==> config.mk <==
export PLATFORM = sky130hd
export DESIGN_NAME = instr_fetch_unit
export DESIGN_NICKNAME = d
export VERILOG_FILES = /design/src/rtl/instr_fetch_unit.sv
export SDC_FILE = /design/constraint.sdc
export NUM_CORES = 1
export LEC_CHECK = 0
export CAP_MARGIN = 20
export CORE_UTILIZATION = 45
export DETAILED_ROUTE_END_ITERATION = 10
export PLACE_DENSITY = 0.71
export SLEW_MARGIN = 10
export SYNTH_ARGS = -nofsm -noshare
export SYNTH_HDL_FRONTEND = slang
export SYNTH_SLANG_ARGS = --single-unit
==> constraint.sdc <==
create_clock -name CLK -period 3.5 [get_ports CLK]
set_input_delay 0.875 -clock CLK [delete_from_list [all_inputs] [get_ports CLK]]
set_output_delay 0.875 -clock CLK [all_outputs]
set_load 0.01 [all_outputs]
==> src/rtl/instr_fetch_unit.sv <==
// rtl/instr_fetch_unit.sv - instruction fetch unit with prefetch buffer and redirect
//
// Purpose: fetches instruction words from a ROM with a registered 1-cycle read
// latency. Captured words go into a DEPTH-entry buffer that the consumer drains
// with a valid/ready handshake. A redirect flushes the buffer and restarts
// fetch at a word-aligned target.
//
// Optional feature: when the macro FETCH_HALT_ON_ZERO_EN is defined, a
// captured zero word is buffered and stops fetch (HALT) until the next
// redirect. The HALTED output exists only in that build.
//
// Timing: cycles are counted as rising edges after reset release. Edge 1
// leaves BOOT and raises ROM_REQ. Edge 2 is when the ROM samples the request.
// Edge 3 captures the word, so OUT_VALID rises at edge 3.
//
// Parameters:
//   WIDTH     address / instruction width
//   DEPTH     buffer entries (power of 2, >= 2)
//   RESET_PC  byte address of the first fetch
// Ports:
//   CLK          clock, rising edge
//   RESET        asynchronous active-high reset
//   ROM_ADDRESS  registered fetch byte address
//   ROM_REQ      ROM_ADDRESS is a real request this cycle
//   ROM_INSTR    ROM word, valid the cycle after its request
//   OUT_VALID    head-of-buffer entry is valid
//   OUT_READY    consumer accepts the head entry
//   OUT_INSTR    head instruction (0 when empty)
//   OUT_PC       byte address of OUT_INSTR (0 when empty)
//   REDIRECT     single-cycle branch/jump request
//   REDIRECT_PC  new fetch address, sampled with REDIRECT
//   HALTED       fetch stopped on a zero word (FETCH_HALT_ON_ZERO_EN only)

module instr_fetch_unit #(
  parameter int               WIDTH    = 32,
  parameter int               DEPTH    = 4,
  parameter logic [WIDTH-1:0] RESET_PC = '0
) (
  input  logic             CLK,
  input  logic             RESET,
  output logic [WIDTH-1:0] ROM_ADDRESS,
  output logic             ROM_REQ,
  input  logic [WIDTH-1:0] ROM_INSTR,
  output logic             OUT_VALID,
  input  logic             OUT_READY,
  output logic [WIDTH-1:0] OUT_INSTR,
  output logic [WIDTH-1:0] OUT_PC,
  input  logic             REDIRECT,
  input  logic [WIDTH-1:0] REDIRECT_PC
`ifdef FETCH_HALT_ON_ZERO_EN
  ,
  output logic             HALTED
`endif
);

  localparam int AW = (DEPTH > 1) ? $clog2(DEPTH) : 1;
  localparam int CW = AW + 1;

  typedef enum logic [1:0] {
    S_BOOT,
    S_RUN
`ifdef FETCH_HALT_ON_ZERO_EN
    ,
    S_HALT
`endif
  } state_t;

  state_t           state, state_next;
  logic             rom_req;
  logic             in_flight;      // response to last cycle's request arrives now
  logic [WIDTH-1:0] inflight_pc;    // address tag of that response
  logic [AW-1:0]    head, tail;
  logic [CW-1:0]    count;
  logic             redirect_pending;
  logic [WIDTH-1:0] pending_pc;

  logic [WIDTH-1:0] fifo_instr [DEPTH];
  logic [WIDTH-1:0] fifo_pc    [DEPTH];

  logic             pop, push, redir_take, issue_next;
  logic [WIDTH-1:0] redir_addr;

  // Fetch targets are word aligned; the low address bits of REDIRECT_PC are dropped.
  logic unused_redirect_lsbs;
  assign unused_redirect_lsbs = ^REDIRECT_PC[1:0];

  always_comb begin
    pop        = OUT_VALID && OUT_READY;
    // A redirect seen in BOOT is held in redirect_pending and acted on one cycle later.
    redir_take = (state != S_BOOT) && (REDIRECT || redirect_pending);
    redir_addr = REDIRECT ? {REDIRECT_PC[WIDTH-1:2], 2'b00} : pending_pc;
    // A response arriving in a redirect cycle belongs to the old stream.
    push       = in_flight && !redir_take;
    state_next = state;
    case (state)
      S_BOOT: state_next = S_RUN;
      S_RUN: begin
`ifdef FETCH_HALT_ON_ZERO_EN
        if (push && (ROM_INSTR == '0)) state_next = S_HALT;
`endif
      end
`ifdef FETCH_HALT_ON_ZERO_EN
      S_HALT: if (redir_take) state_next = S_RUN;
`endif
      default: state_next = S_BOOT;
    endcase
    // Requests alternate with responses (!rom_req), so at most one is in flight.
    // Counting the in-flight response against DEPTH means a capture always has room.
    issue_next = (state_next == S_RUN) && !rom_req && !redir_take &&
                 ((int'(count) + int'(in_flight)) < DEPTH);
  end

  always_ff @(posedge CLK or posedge RESET) begin
    if (RESET) begin
      state            <= S_BOOT;
      ROM_ADDRESS      <= RESET_PC;
      rom_req          <= 1'b0;
      in_flight        <= 1'b0;
      inflight_pc      <= '0;
      head             <= '0;
      tail             <= '0;
      count            <= '0;
      redirect_pending <= 1'b0;
      pending_pc       <= '0;
    end else begin
      state <= state_next;
      if (rom_req) inflight_pc <= ROM_ADDRESS;

      if (redir_take) begin
        // Any handshake this cycle has already completed; flush everything left.
        ROM_ADDRESS <= redir_addr;
        rom_req     <= 1'b1;
        in_flight   <= 1'b0;
        head        <= '0;
        tail        <= '0;
        count       <= '0;
      end else begin
        if (rom_req) ROM_ADDRESS <= ROM_ADDRESS + WIDTH'(4);
        rom_req   <= issue_next;
        in_flight <= rom_req;
        if (push) tail <= tail + AW'(1);
        if (pop)  head <= head + AW'(1);
        count <= count + CW'(push) - CW'(pop);
      end

      if ((state == S_BOOT) && REDIRECT) begin
        redirect_pending <= 1'b1;
        pending_pc       <= {REDIRECT_PC[WIDTH-1:2], 2'b00};
      end else if (redir_take) begin
        redirect_pending <= 1'b0;
      end
    end
  end

  // Storage needs no reset: entries are only visible through a non-zero count.
  always_ff @(posedge CLK) begin
    if (push && !RESET) begin
      fifo_instr[tail] <= ROM_INSTR;
      fifo_pc[tail]    <= inflight_pc;
    end
  end

  assign ROM_REQ   = rom_req;
  assign OUT_VALID = (count != '0);
  assign OUT_INSTR = OUT_VALID ? fifo_instr[head] : '0;
  assign OUT_PC    = OUT_VALID ? fifo_pc[head]    : '0;

`ifdef FETCH_HALT_ON_ZERO_EN
  assign HALTED = (state == S_HALT);
`endif

endmodule

==> metrics.log, run 1 <==
[metrics] TritonCTS clock tree: yes
[metrics] pins over their slew limit: 0
[metrics] Synth top area share: 52.8%
[metrics] biggest area consumer among synthesized cells: sky130_fd_sc_hd__edfxtp_1
[metrics] count of cells along the worst register-to-register path: 10
[metrics] status: complete, but fails checks
[metrics] Final Util: ~57%
[metrics] final RePlAce weighted congestion: about 0.74
[metrics] TritonCTS Sinks: between 300 and 400
[metrics] hold buffer count at CTS: 0
[metrics] net count reported at finish: ~1100
[metrics] number of global-route vias before repair: around 7600
[metrics] first-pass GRT wire length: about 42000 µm
[metrics] number of clock buffers inserted by TritonCTS: 37
[metrics] Main synth FF type: sky130_fd_sc_hd__edfxtp_1
[metrics] commonest cells in the synthesized netlist: sky130_fd_sc_hd__edfxtp_1 (248), sky130_fd_sc_hd__dfrtp_1 (102), sky130_fd_sc_hd__and2_1 (71)
[metrics] antenna-violating nets left: 0
[metrics] half-perimeter wire length after detailed placement: 17000 µm
[metrics] count of antenna diodes in the layout: 0
[metrics] Seq cells post-synth: between 300 and 400
[metrics] failing checks: DRC
[metrics] Hold Crit Start: pending_pc[14]
[metrics] First DRT Iteration DRCs: between 500 and 600
[metrics] category of the most critical setup path: reg2out
[metrics] grt ovf: 0
[metrics] required time worst endpoint: between 2 and 3 ns
[metrics] Synth Instances: ~800
[metrics] Final Critical Period: approximately 3.4 ns
[metrics] R2R Path End: count[2]
[metrics] die area: 32100 µm²
[metrics] number of endpoints with negative hold slack in the final report: 0
[metrics] synthesis-to-finish area growth: 24.4%
[metrics] path category of the worst min-delay check: reg2reg
[metrics] Period Utilization, post-route: 96.1%
[metrics] boundary pin count: ~170
[metrics] maximum vdd ir drop: ~0.49 mV
[metrics] CTS Root Buffer Type: sky130_fd_sc_hd__clkbuf_16
[metrics] Power Dens Cells: about 710 nW/µm²
[metrics] via-per-instance ratio: 5.24
[metrics] number of max-cap violations: 0
[metrics] number of enable-type register cells in the synthesized netlist: about 250
[metrics] arrival time at the worst endpoint: approximately 2.5 ns
[metrics] number of unique standard cell types used by synthesis: 37
[metrics] y dimension of the die: roughly 180 µm
[metrics] top cells by area in the synthesized netlist: sky130_fd_sc_hd__edfxtp_1 (53%), sky130_fd_sc_hd__dfrtp_1 (18%), sky130_fd_sc_hd__mux4_2 (9.9%), sky130_fd_sc_hd__mux2_2 (4.8%), sky130_fd_sc_hd__and2_1 (3.1%)
[metrics] syn_area_per_cell: 17.7 µm²
[metrics] TritonRoute pass-1 iters: 7
[metrics] worst clock skew: approximately 0.028 ns
[metrics] aggregate negative setup slack: 0 ns
[metrics] mean routed wirelength per cell: approximately 19 µm
[metrics] type of origin of the critical path: register
[metrics] highest clock rate: slightly below 300 MHz
[metrics] count of endpoints failing setup in the final report: 0
[metrics] via count: 7341
[metrics] antenna violations before repair: 0
[metrics] flop2flop setup slack: 0.83 ns
[metrics] proportion of layout cells with a drive suffix above 1: a little over a fifth
[metrics] port buffer count: roughly 160
[metrics] leakage power summed over all cells: ~6.0 nW
[metrics] async set-or-reset flop fraction in the synthesized netlist: around 29%
[metrics] Residual DRC: 30
[metrics] maximum number of pins on one net before global-route repair: 65
[metrics] kind of end point of the critical path: output pin
[metrics] Worst Setup Slack, final: between 0.1 and 0.15 ns
[metrics] clock-pin slew on the worst setup and hold paths: 0.06 ns
[metrics] sequential fraction of the synthesis area: between 70% and 80%
[metrics] wire length reported by the detailed router: around 27000 µm
[metrics] post-synthesis instance area: approximately 14000 µm²
[metrics] starting density of the core: a little under half
[metrics] count of warnings emitted by yosys: 0
[metrics] worst hold endpoint: pending_pc[14]
[metrics] H-tree depth: 2
[metrics] Clock Latency Late Sink: around 0.52 ns
[metrics] Reg2Reg Launch Point: count[1]
[metrics] worst-path maximum fanout: 29
[metrics] worst max-slew margin expressed relative to the limit: between 40% and 50%
[metrics] worst setup slack after placement: 0.447 ns
[metrics] GRT Util Overall: between 10% and 20%
[metrics] Max Buffers Root-to-Sink: 3
[metrics] worst slew pin tran: 0.751 ns
[metrics] worst hold path cell count: 1
[metrics] leading cell type by number of instances after synthesis: sky130_fd_sc_hd__edfxtp_1
[metrics] x dimension of the die: approximately 180 µm
[metrics] row cnt: 64
[metrics] Placeable Area: around 31000 µm²
[metrics] RSZ-0062 raised after global routing: false
[critical path, cell delays in order, from the launching register on]
cell and delay, ns:
sky130_fd_sc_hd__dfrtp_4 0.46, sky130_fd_sc_hd__buf_12 0.26, sky130_fd_sc_hd__mux4_2 0.53, sky130_fd_sc_hd__and2_1 0.17, sky130_fd_sc_hd__clkdlybuf4s50_1 0.53
[cells in the final DEF, fill, tap and decap left out, drive strengths merged]
master	synthesis	routed
and3	2	2
nor2b	23	23
and2	71	71
nor3	3	3
o22ai	1	1
inv	7	7
dfrtp	102	102
mux4	62	62
nand4b	1	1
a211oi	23	23
a21oi	24	24
edfxtp	248	248
xnor2	6	6
xor2	26	26
ha	8	8
o21ai	7	7
mux2i	9	9
clkdlybuf4s50	0	158
conb	1	5
nand3	11	11
clkbuf	27	46
mux2	60	60
o211ai	1	1
a31oi	1	1
bufinv	0	5
fa	1	1
or3	2	2
and4	1	1
o31ai	1	1
clkinv	0	14
nand2	20	20
clkinvlp	0	3
buf	18	23
nand4	11	11
nor4	3	3
nor2	17	17
[metrics by stage]
step | area, µm² | power (mW) | instances | hold slack [ns]
after floorplan | 14100 | 7.06 | 802 | 0.433
after global placement | 16300 | 8.56 | 1332 | 0.481
after detailed placement | 16300 | 8.63 | 1332 | 0.487
after CTS | 17500 | 12.6 | 1402 | 0.501
after global routing | 17600 | 13.1 | 1402 | 0.505
final | 17600 | 12.4 | 1402 | 0.496
[registers in the layout, summed over array words and instances, names as in the netlist]
register / count
fifo_instr: 128
fifo_pc: 120
ROM_ADDRESS: 30
inflight_pc: 30
pending_pc: 30
count: 3
head: 2
state: 2
tail: 2
ROM_REQ: 1
in_flight: 1
redirect_pending: 1
[how the worst max path moves through the flow]
stage	from	to	slack (ns)	depth (start not counted)
after floorplan	REDIRECT	fifo_instr[0][0]	0.64	5
after global placement	head[0]	OUT_PC[12]	0.46	4
after detailed placement	head[0]	OUT_PC[30]	0.45	4
after CTS	count[1]	OUT_PC[29]	0.01	4
after global routing	head[0]	OUT_PC[30]	0.03	4
final	head[0]	OUT_PC[30]	0.14	4
[area by class of cell]
type	count	area, µm²
Fill cell	2389	13200
Sequential cell	350	10000
Multi-Input combinational cell	400	3930
Timing Repair Buffer	181	1860
Clock buffer	46	1000
Tap cell	396	495
Clock inverter	22	236
Inverter	7	30.0
[cells by family after synthesis]
logic type / share of synthesized area, %
compound gates: 2.52
mux: 15.3
flops: 70.9
buf+inv: 1.60
xor+xnor: 1.99
fa+ha+maj: 0.851
simple gates: 6.84
other cells: 0.0266
[metal layers]
layer  vias to the layer above  GRT usage (%)  part of all wire [%]
met1                      3692           24.5                    46
li1                       3410              -                     -
met5                         -              0                     0
met4                         0           4.69                   1.8
met2                       201           27.2                    46
met3                        38           3.84                   6.4
[what timing repair did]
action	4_1_cts	5_1_grt
buffers inserted	2	0
setup endpoints to repair	52	15
hold endpoints to repair	0	0
pin swaps	0	0
gates resized for setup	0	1
[power by group]
group          switching [mW]  leakage (nW)  internal, mW
clock                    1.53         0.605          2.41
sequential              0.380          3.43          4.96
combinational            1.34          2.00          1.81
total                    3.25          6.03          9.17
Note: power is estimated with default switching activity, not from simulation.
==> inputs of run 2 (changes only) <==
ABC_AREA = 0   (was unset)
CAP_MARGIN = 40   (was 20)
CORE_MARGIN = 5   (was unset)
==> metrics.log, run 2 (same netlist as run 1, synthesis figures left out) <==
[metrics] hold buffer count at CTS: 0
[metrics] starting density of the core: 45.9%
[metrics] number of flip-flops under the largest register name: approximately 130
[metrics] row cnt: 64
[metrics] mean routed wirelength per cell: 19.9 µm
[metrics] status: complete, no violations
[metrics] count of endpoints failing setup in the final report: 0
[metrics] area of combinational cells with multiple inputs: 3930 µm²
[metrics] Final Critical Period: 3.37 ns
[metrics] First DRT Iteration DRCs: approximately 450
[metrics] antenna violations before repair: 0
[metrics] RSZ-0062 raised after global routing: false
[metrics] via-per-instance ratio: between 5 and 6
[metrics] grt ovf: 0
[metrics] met2 layer wire length in the routed design: ~13000 µm
[metrics] TritonCTS clock tree: yes
[metrics] category of the most critical setup path: reg2out
[metrics] clock-pin slew on the worst setup and hold paths: about 0.06 ns
[metrics] registers with the most flip-flops: fifo_instr: 128 flops, fifo_pc: 120 flops
[metrics] port buffer count: ~160
[metrics] CTS Root Buffer Type: sky130_fd_sc_hd__clkbuf_16
[metrics] Period Utilization, post-route: 96.2%
[metrics] fill cell total of the finished layout: roughly 2400
[metrics] wire length reported by the detailed router: ~28000 µm
[metrics] Clock Latency Late Sink: 0.51 ns
[metrics] worst clock skew: ~0.021 ns
[metrics] Residual DRC: 0
[metrics] type of origin of the critical path: register
[metrics] first-pass GRT wire length: 45100 µm
[metrics] antenna-violating nets left: 0
[metrics] largest delay contributor family on the critical path: buffers and inverters
[metrics] highest layer used for signal routing: met4
[metrics] die area: around 35000 µm²
[metrics] H-tree depth: 2
[metrics] total met3 wirelength after detailed routing: ~1700 µm
[metrics] Placeable Area: 30700 µm²
[metrics] worst slew pin tran: between 0.8 and 0.9 ns
[metrics] net count reported at finish: 1055
[metrics] leakage power summed over all cells: between 6 and 7 nW
[metrics] Register Area: about 10000 µm²
[metrics] TritonCTS Sinks: between 300 and 400
[metrics] worst max-slew margin expressed relative to the limit: ~45%
[metrics] proportion of layout cells with a drive suffix above 1: between 20% and 30%
[metrics] maximum number of pins on one net before global-route repair: 94
[metrics] x dimension of the die: roughly 190 µm
[metrics] number of clock buffers inserted by TritonCTS: 37
[metrics] worst-path maximum fanout: 27
[metrics] Worst Setup Slack, final: ~0.13 ns
[metrics] arrival time at the worst endpoint: between 2 and 2.5 ns
[metrics] number of buffers and inverters on the critical path: 2
[metrics] worst setup slack after placement: approximately 0.55 ns
[metrics] Final Util: 57.1%
[metrics] most common cell after layout, fill and taps aside: sky130_fd_sc_hd__edfxtp_1
[metrics] number of buffers added for setup after CTS: 0
[metrics] y dimension of the die: ~190 µm
[metrics] Max Buffers Root-to-Sink: 3
[metrics] aggregate negative setup slack: 0 ns
[metrics] maximum vdd ir drop: ~0.43 mV
[metrics] synthesis-to-finish area growth: 24.5%
[metrics] half-perimeter wire length after detailed placement: about 18000 µm
[metrics] Critical-path top delay cell: sky130_fd_sc_hd__mux4_2
[metrics] series of cell instances along the critical path: buf_12, mux4_2, and2_1, clkdlybuf4s50_1
[metrics] path category of the worst min-delay check: reg2reg
[metrics] pins over their slew limit: 0
[metrics] number of max-cap violations: 0
[metrics] met1 WL: 12500 µm
[metrics] boundary pin count: about 170
[metrics] Power Dens Cells: ~700 nW/µm²
[metrics] required time worst endpoint: approximately 2.6 ns
[metrics] number of endpoints with negative hold slack in the final report: 0
[metrics] GRT Util Overall: between 15 and 20%
[metrics] final RePlAce weighted congestion: between 0.7 and 0.8
[metrics] count of antenna diodes in the layout: 0
[metrics] TritonRoute pass-1 iters: 4
[metrics] highest clock rate: 297 MHz
[metrics] kind of end point of the critical path: output pin
[metrics] Most flops, register: fifo_instr
[metrics] crit-path max cell delay: ~0.54 ns
[metrics] number of global-route vias before repair: between 7000 and 8000
[metrics] top library cells by usage in the layout, fill and taps aside: sky130_fd_sc_hd__edfxtp_1 (248), sky130_fd_sc_hd__clkdlybuf4s50_1 (158), sky130_fd_sc_hd__dfrtp_1 (100)
[metrics] via count: about 7400
[run 2: cell type report]
type | instances | share of cell area, %
clock buffer | 50 | 6.10
clock inverter | 16 | 0.926
inverter | 7 | 0.171
multi-input combinational | 400 | 22.4
sequential | 350 | 56.9
tap | 396 | 2.82
timing repair buffer | 182 | 10.7
[run 2: layer usage]
layer  vias up  GRT usage, %
met5         -             0
met4         0          4.01
met3        38          3.81
met2       190          25.7
met1      3756          22.3
li1       3418             -
[run 2: final timing paths]
| check | from | end | slack, ns | cells past startpoint |
|---|---|---|---|---|
| setup / recovery | head[0] | OUT_INSTR[15] | 0.13 | 4 |
| hold / removal | pending_pc[12] | pending_pc[12] | 0.50 | 1 |
| setup reg to reg | count[1] | count[2] | 0.81 | 10 |
| hold reg to reg | pending_pc[12] | pending_pc[12] | 0.50 | 1 |
| max in group asynchronous | RESET | inflight_pc[20] | 2.03 | 3 |
| min in group asynchronous | RESET | inflight_pc[5] | 0.74 | 2 |
[run 2: stage by stage]
stage / hold WS (ns) / area [µm²] / power [mW] / std cells
after floorplan: 0.433 / 14100 / 7.06 / 802
after global placement: 0.481 / 16300 / 8.62 / 1335
after detailed placement: 0.487 / 16300 / 8.70 / 1335
after CTS: 0.501 / 17600 / 12.6 / 1401
after global routing: 0.507 / 17600 / 13.1 / 1401
final: 0.497 / 17600 / 12.4 / 1401
[run 2: worst reg2reg max path: stages (launching register included)]
cell and delay (ns):
sky130_fd_sc_hd__dfrtp_1 0.44, sky130_fd_sc_hd__or3_2 0.48, sky130_fd_sc_hd__buf_6 0.24, sky130_fd_sc_hd__and2_1 0.28, sky130_fd_sc_hd__ha_1 0.30, sky130_fd_sc_hd__inv_1 0.06, sky130_fd_sc_hd__ha_1 0.13, sky130_fd_sc_hd__inv_1 0.05
sky130_fd_sc_hd__fa_1 0.37, sky130_fd_sc_hd__xnor2_1 0.15, sky130_fd_sc_hd__nor2_1 0.05
[run 2: what timing repair did]
item                                    CTS  global route
gates resized for setup                   0             2
endpoints found under the setup margin    0            31
endpoints found under the hold margin     0             0
[run 2: power breakdown]
group          switching [mW]  leakage [nW]  total [mW]  internal (mW)
Sequential              0.407          3.43        5.36           4.96
Clock                    1.52         0.613        3.89           2.37
Combinational            1.35          2.00        3.18           1.83
Total                    3.28          6.05        12.4           9.15
==> inputs of run 3 (changes only) <==
HOLD_SLACK_MARGIN = 0.06   (was unset)
==> results of run 3 <==
No change in the layout: final DEF, timing and power equal those of run 2.
